===== config.mk =====
export PLATFORM = sky130hd
export DESIGN_NAME = adxl355_sync_drdy_multi
export DESIGN_NICKNAME = d
export VERILOG_FILES = /design/src/rtl/adxl355_sync_drdy_multi.sv
export SDC_FILE = /design/constraint.sdc
export NUM_CORES = 1
export LEC_CHECK = 0
export BUFFER_PORTS_ARGS = -buffer_cell sky130_fd_sc_hd__buf_2
export CORE_UTILIZATION = 50
export DETAILED_ROUTE_END_ITERATION = 8
export GPL_ROUTABILITY_DRIVEN = 0
export PLACE_DENSITY = 0.79
export SLEW_MARGIN = 5
export SYNTH_ARGS = -nofsm -noshare
export SYNTH_HDL_FRONTEND = slang
export SYNTH_SLANG_ARGS = --single-unit

===== constraint.sdc =====
create_clock -name i_clk -period 6.74 [get_ports i_clk]
set_input_delay 0.674 -clock i_clk [delete_from_list [all_inputs] [get_ports i_clk]]
set_output_delay 0.674 -clock i_clk [all_outputs]
set_load 0.01 [all_outputs]

===== src/rtl/adxl355_sync_drdy_multi.sv =====
// Shared extended sync with holdover and per-channel delayed drdy pulses.
// One 1 kHz sync source fans out to several ADXL355 SPI readers.
module adxl355_sync_drdy_multi #(
   parameter int CLK_HZ        = 40000000,
   parameter int CHANNELS      = 2,
   parameter int SYNC_WIDTH_US = 20,
   parameter int PERIOD_US     = 1000,
   parameter int TIMING_BITS   = 20
) (
   input  logic                            i_clk,
   input  logic                            i_rst,
   input  logic                            i_clk_sync,
   input  logic                            i_holdover_en,
   input  logic [CHANNELS*TIMING_BITS-1:0] i_drdy_delay,
   output logic                            o_clk_sync,
   output logic [CHANNELS-1:0]             o_clk_drdy,
   output logic                            o_sync_lost,
   output logic                            o_sync_int,
   output logic [15:0]                     o_sync_count
);

   localparam int TB = TIMING_BITS;
   localparam longint P_L = longint'(PERIOD_US) * longint'(CLK_HZ) / 1000000;
   localparam longint W_L = longint'(SYNC_WIDTH_US) * longint'(CLK_HZ) / 1000000;
   localparam int P = int'(P_L);
   localparam int W = int'(W_L);

   localparam logic [TB-1:0] P_M1   = TB'(P - 1);
   localparam logic [TB-1:0] L_M1   = TB'(P + P / 4 - 1);
   localparam logic [TB-1:0] WIN_LO = TB'(P - P / 4);
   localparam logic [TB-1:0] W_V    = TB'(W);

   typedef enum logic [1:0] {
      ST_ACQ,
      ST_LOCK,
      ST_LOST
   } state_t;

   state_t state_q, state_d;
   logic prior_q, prior_d;
   logic lost_q, lost_d;
   logic sync_int_q, sync_int_d;
   logic [TB-1:0] wd_q, wd_d;
   logic [TB-1:0] sync_cnt_q, sync_cnt_d;
   logic [15:0] count_q, count_d;
   logic [CHANNELS-1:0][TB-1:0] dly_q, dly_d;
   logic [CHANNELS-1:0] pend_q, pend_d;

   logic int_eff;
   logic eff;

   always_comb begin
      int_eff = (state_q == ST_LOST) && i_holdover_en && (wd_q == P_M1);
      eff = i_clk_sync | int_eff;
   end

   always_comb begin
      state_d = state_q;
      prior_d = prior_q;
      unique case (state_q)
         ST_ACQ: begin
            if (i_clk_sync) begin
               if (prior_q && (wd_q >= WIN_LO)) begin
                  state_d = ST_LOCK;
                  prior_d = 1'b0;
               end else begin
                  prior_d = 1'b1;
               end
            end else if (wd_q == L_M1) begin
               state_d = ST_LOST;
               prior_d = 1'b0;
            end
         end
         ST_LOCK: begin
            if (!i_clk_sync && (wd_q == L_M1)) begin
               state_d = ST_LOST;
            end
         end
         ST_LOST: begin
            if (i_clk_sync) begin
               state_d = ST_ACQ;
               prior_d = 1'b1;
            end
         end
         default: begin
            state_d = ST_ACQ;
            prior_d = 1'b0;
         end
      endcase
      lost_d = (state_d != ST_LOCK);
   end

   // Timeout restarts wd so holdover measures a full period from loss.
   always_comb begin
      wd_d = wd_q + TB'(1);
      if (eff || (wd_q == L_M1)) begin
         wd_d = '0;
      end
      sync_cnt_d = sync_cnt_q;
      if (eff) begin
         sync_cnt_d = W_V;
      end else if (sync_cnt_q != '0) begin
         sync_cnt_d = sync_cnt_q - TB'(1);
      end
      sync_int_d = eff ? !i_clk_sync : sync_int_q;
      count_d = count_q + 16'(eff);
   end

   always_comb begin
      dly_d = dly_q;
      pend_d = pend_q;
      o_clk_drdy = '0;
      for (int n = 0; n < CHANNELS; n++) begin
         o_clk_drdy[n] = pend_q[n] && (dly_q[n] == '0);
         if (eff) begin
            dly_d[n] = i_drdy_delay[n*TB +: TB];
            pend_d[n] = 1'b1;
         end else if (pend_q[n]) begin
            if (dly_q[n] == '0) begin
               pend_d[n] = 1'b0;
            end else begin
               dly_d[n] = dly_q[n] - TB'(1);
            end
         end
      end
   end

   always_ff @(posedge i_clk or posedge i_rst) begin
      if (i_rst) begin
         state_q    <= ST_ACQ;
         prior_q    <= 1'b0;
         lost_q     <= 1'b1;
         sync_int_q <= 1'b0;
         wd_q       <= '0;
         sync_cnt_q <= '0;
         count_q    <= '0;
         dly_q      <= '0;
         pend_q     <= '0;
      end else begin
         state_q    <= state_d;
         prior_q    <= prior_d;
         lost_q     <= lost_d;
         sync_int_q <= sync_int_d;
         wd_q       <= wd_d;
         sync_cnt_q <= sync_cnt_d;
         count_q    <= count_d;
         dly_q      <= dly_d;
         pend_q     <= pend_d;
      end
   end

   assign o_clk_sync   = (sync_cnt_q != '0);
   assign o_sync_lost  = lost_q;
   assign o_sync_int   = sync_int_q;
   assign o_sync_count = count_q;

endmodule

Word level (Yosys, flattened, before mapping)

Cells that the tools add are included.

Bits of input ports: 44
Logic and storage cells: 71
Bits in latches: 0
Flip-flop bits (word level): 103
Bits in read-only memories: 0
Memories kept: 0
Memory bits (writable): 0

Order comparisons: 1
Shift operators: 0
Muxes and demuxes: 26
Multiply operators: 0
Add/subtract/negate cells: 5
Eq/ne operators: 9
Div/mod/pow operators: 0
Bitwise operators: 2
Reductions and logical operators: 18

Operator list:

| operator                                                             | count |
|---|---|
| 2-to-1 mux 20 bit                                                    | 9 |
| subtractor 20 x 1 -> 20 bit (second input constant)                  | 3 |
| == test 20 x 16 -> 1 bit (second input constant)                     | 2 |
| logical NOT 20 bit                                                   | 2 |
| adder 20 x 1 -> 20 bit (second input constant)                       | 1 |
| greater-or-equal comparator 20 x 15 -> 1 bit (second input constant) | 1 |
| nonzero test 20 bit                                                  | 1 |
| adder 16 x 1 -> 16 bit                                               | 1 |
| 2-to-1 mux 1 bit                                                     | 10 |
| 2-to-1 mux 2 bit                                                     | 5 |
| logical AND 1 bit                                                    | 6 |
| != test 2 bit (second input constant)                                | 3 |
| one-hot mux 2 bit (3 select lines)                                   | 1 |
| nonzero test 2 bit                                                   | 3 |
| AND reduction 2 bit                                                  | 2 |
| != test 3 bit (second input constant)                                | 1 |
| one-hot mux 1 bit (3 select lines)                                   | 1 |
| AND reduction 3 bit                                                  | 1 |
| == test 2 x 1 -> 1 bit (second input constant)                       | 1 |
| == test 2 bit (second input constant)                                | 1 |
| logical NOT 2 bit                                                    | 1 |
| != test 2 x 1 -> 1 bit (second input constant)                       | 1 |
| logical NOT 1 bit                                                    | 1 |
| logical OR 1 bit                                                     | 1 |
| other kinds (2)                                                      | 2 |

Depth between registers and ports, before layout

Depth after elaboration: 6
Depth in mapped cells: 12
Depth with buffers taken out: 11

Worst setup path before layout

No wires, ideal clock.

Path kind: reg2reg
Start: register wd_q[17]
End: register count_q[14], in the netlist o_sync_count[14]
Library setup time: 125 ps
Path buffers: 1
Path slack: 3709 ps
Data required time: 6615 ps
Data arrival time: 2906 ps
Cell stages (with the launch flop): 12
Cells stage by stage: dfrtp_1 -> or4_1 -> nor3_1 -> a41oi_1 -> inv_2 -> buf_1 -> ha_1 -> ha_1 -> nand3_1 -> nor2_1 -> nand3_1 -> xnor2_1

Cells in the longest elaborated chain, start to end: 4

RTL lines:

| what                     | RTL line | source |
|---|---|---|
| start, declared          | 43       | `logic [TB-1:0] wd_q, wd_d;` |
| start signal, assigned   | 144      | `wd_q <= wd_d;` |
| == test 20 x 16 -> 1 bit | 53       | `int_eff = (state_q == ST_LOST) && i_holdover_en && (wd_q == P_M1);` |
| logical AND 1 bit        | 53       |  |
| OR 1 bit                 | 54       | `eff = i_clk_sync \| int_eff;` |
| via eff                  | 50       | `logic eff;` |
| adder 16 x 1 -> 16 bit   | 106      | `count_d = count_q + 16'(eff);` |
| via count_d[14]          | 45       | `logic [15:0] count_q, count_d;` |
| end signal, assigned     | 146      | `count_q <= count_d;` |
| end, declared            | 45       |  |

The timed path passes the listed nets, and every way through them passes these cells.
A chain may end at the register's enable or synchronous reset.

Final worst setup path

Start: register wd_q[17]
End: register count_q[14], in the netlist o_sync_count[14]

Cells in the longest elaborated chain, start to end: 4

RTL lines:

| what                     | RTL line |
|---|---|
| == test 20 x 16 -> 1 bit | 53 |
| logical AND 1 bit        | 53 |
| OR 1 bit                 | 54 |
| adder 16 x 1 -> 16 bit   | 106 |
| via count_d[14]          | 45 |

The timed path passes the listed nets, and every way through them passes these cells.

==> out/qor.yml <==
status: "completed"
synthTopCellsByCount: "dfrtp_1, nor2_1, nand2_1, o21ai_0, xnor2_1"
cp_max_fo: 73
syn-cell-area_um2: 5477
cts_tree: "done"
port_buffers: 64
synth_mux_area_share_pct: 1.119
routed_wl_mm: 11.35
cts_num_sinks: 103
nNetsFinal: 700
diodes: 0
clkSlewWorstSetupHoldPaths_ns: 0.10
die_h_um: 106.7
synth_compound_gate_area_share_pct: 11.38
vias_per_cell: 5.706
postSynthAreaPerCell_um2: 9.251
syn_nets: 643
required_ns: 7.00
clk_latency_ns: 0.37
period_needed_ns: 3.766
synth-edff-count: 0
max-cap-violations: 0
cts_setup_buffers: 0
root_buffer: "clkbuf_8"
power_density_nw_per_um2: 210.5
drive_above_1_share_pct: 14.53
synth.distinct_cells: 52
grt_pass1_wl_mm: 19.72
synth.area.top_cells: "dfrtp_1, xnor2_1, nor2_1, xor2_1, o21ai_0"
drtAntennaViolNets: 0
num_vias: 4508
ys.warnings.count: 0
drc: 0
num_rows: 37
start_util_pct: 52.34
grt_max_degree: 74
ctsHoldBuffers: 0
wire_per_inst_um: 14.37
netlist_instances: 592
worstMarginPinSlew_ns: 0.8781
synth_top_family_by_area: "simple AND/OR/NAND/NOR gates"
cts-buffers-inserted: 9
start_kind: "register"
synthArstFlopShare_pct: 100.0
post-dp-hpwl_mm: 8.024
irDropWorstVdd_v: 0.0001938
fill_cells: 911
setup-tns-final_ns: 0
utilization_pct: 58.17
grtUsageTotal_pct: 21.41
clk_path_buf_depth: 2
dieArea_um2: 11380
path_class: "register to register"
synth_area_leader_cell: "dfrtp_1"
hold_class: "primary input to async pin"
setup_viol: 0
post_cts_resized: 0
ys_seq_area_share_pct: 47.09
leakagePower_nw: 2.547
worst_setup_path_end_kind: "register"
dieWidth_um: 106.7
synthSimpleGateAreaFrac_pct: 25.38
path_buf_inv: 3
synth_top_area_share_pct: 46.61
ys.flop_type: "dfrtp_1"
drt_pass1_iterations: 4
synthXorXnorAreaFrac_pct: 10.88
cts.htree.levels: 3
area_growth_pct: 11.13
period_share_pct: 55.88
cp_slowest_cell: "or4_1"
coreArea_um2: 10460
synth_seq_cells: 103
yosysMostFrequentCell: "dfrtp_1"
gr-total-overflow: 0
maxSlewViolCount: 0
crit_family: "simple AND/OR/NAND/NOR gates"
path_cells: "or4_1 -> nor3_1 -> a41oi_2 -> buf_4 -> inv_2 -> buf_4 -> ha_1 -> ha_1 -> nand3_1 -> nor2_1 -> nand3_1 -> xnor2_1"
final-hold-violation-count: 0
drtIter0Drc: 255
rsz0062_at_grt: "no"
fmax_ghz: 0.2655
arrival_ns: 4.03
antenna_found_initial: 0
grt_pass1_vias: 4447
boundaryPins: 65
synth_fa_ha_area_share_pct: 1.599
maxSlewHeadroom_pct: 41.46
finalClockSkew_ns: 0.01298
cpPeakStageDelay_ns: 0.59
## logic make-up after synthesis
kind of cell | after synthesis
simple gates | 270
flops | 103
compound gates | 102
xor+xnor | 68
buf+inv | 36
fa+ha+maj | 7
mux | 6
## per-layer routing
metal,track usage (%),up-vias,share of wire (%)
li1,-,2212,-
met1,27.79,2175,46
met2,36.54,102,49
met3,3.830,19,3.9
met4,6.360,0,1.4
met5,0,-,0
## power breakdown
group | internal, mW | total (mW) | switching, mW
Sequential | 0.671 | 0.731 | 0.0602
Combinational | 0.0892 | 0.203 | 0.114
Clock | 0.136 | 0.347 | 0.211
Total | 0.896 | 1.28 | 0.385
## flip-flops by register name, indices dropped and copies added, names as in the netlist
signal        count
sync_cnt_q       20
o_sync_int        1
dly_q            40
prior_q           1
state_q           2
pend_q            2
o_sync_lost       1
wd_q             20
o_sync_count     16
## cell usage in the layout (no fill, tap or decap), types with 5 or more instances in the layout
cell	instances
a21oi_1	17
a31oi_1	10
and3_1	9
buf_2	64
clkbuf_8	9
dfrtp_1	102
ha_1	7
inv_1	13
mux2i_1	5
nand2_1	53
nand2b_1	5
nand3_1	25
nand4_1	14
nor2_1	73
nor3_1	22
nor3b_1	6
nor4_1	14
o211ai_1	5
o21ai_0	43
o31ai_1	9
or3_1	12
or4_1	8
xnor2_1	43
xor2_1	25
## per-stage QoR
| stage | instance area [µm²] | setup slack (ns) | instances | power [mW] | hold WS, ns |
|---|---|---|---|---|---|
| 2_1_floorplan | 5477 | 3.364 | 592 | 0.8717 | 0.4536 |
| 3_3_place_gp | 5916 | 3.165 | 774 | 0.9361 | 0.4668 |
| 3_5_place_dp | 5916 | 3.017 | 774 | 0.9465 | 0.4798 |
| 4_1_cts | 6086 | 2.992 | 790 | 1.294 | 0.3046 |
| 5_1_grt | 6086 | 2.672 | 790 | 1.356 | 0.3235 |
| 6_report | 6086 | 2.974 | 790 | 1.281 | 0.2998 |
## area by class of cell
| class | count | area (µm²) | area share, % |
|---|---|---|---|
| well taps | 136 | 170.2 | 2.796 |
| clock inverters | 6 | 42.54 | 0.6990 |
| repair buffers | 67 | 342.8 | 5.633 |
| clock buffers | 10 | 127.6 | 2.097 |
| multi-input cells | 453 | 2765 | 45.44 |
| inverters | 15 | 58.81 | 0.9663 |
| flip-flops and latches | 103 | 2579 | 42.37 |
## path summary, 6_finish.rpt
kind / start / end / slack (ns) / depth (start not counted)
worst min-delay path: i_rst / o_sync_count[8] / 0.30 / 2
worst max register to register: wd_q[17] / o_sync_count[14] / 2.97 / 12
worst max-delay path: wd_q[17] / o_sync_count[14] / 2.97 / 12
min in group i_clk: o_sync_count[15] / o_sync_count[15] / 0.49 / 1
max in group asynchronous: i_rst / sync_cnt_q[9] / 5.21 / 3
worst min register to register: o_sync_count[15] / o_sync_count[15] / 0.49 / 1
No activity file was read; power rests on OpenSTA's default activity.
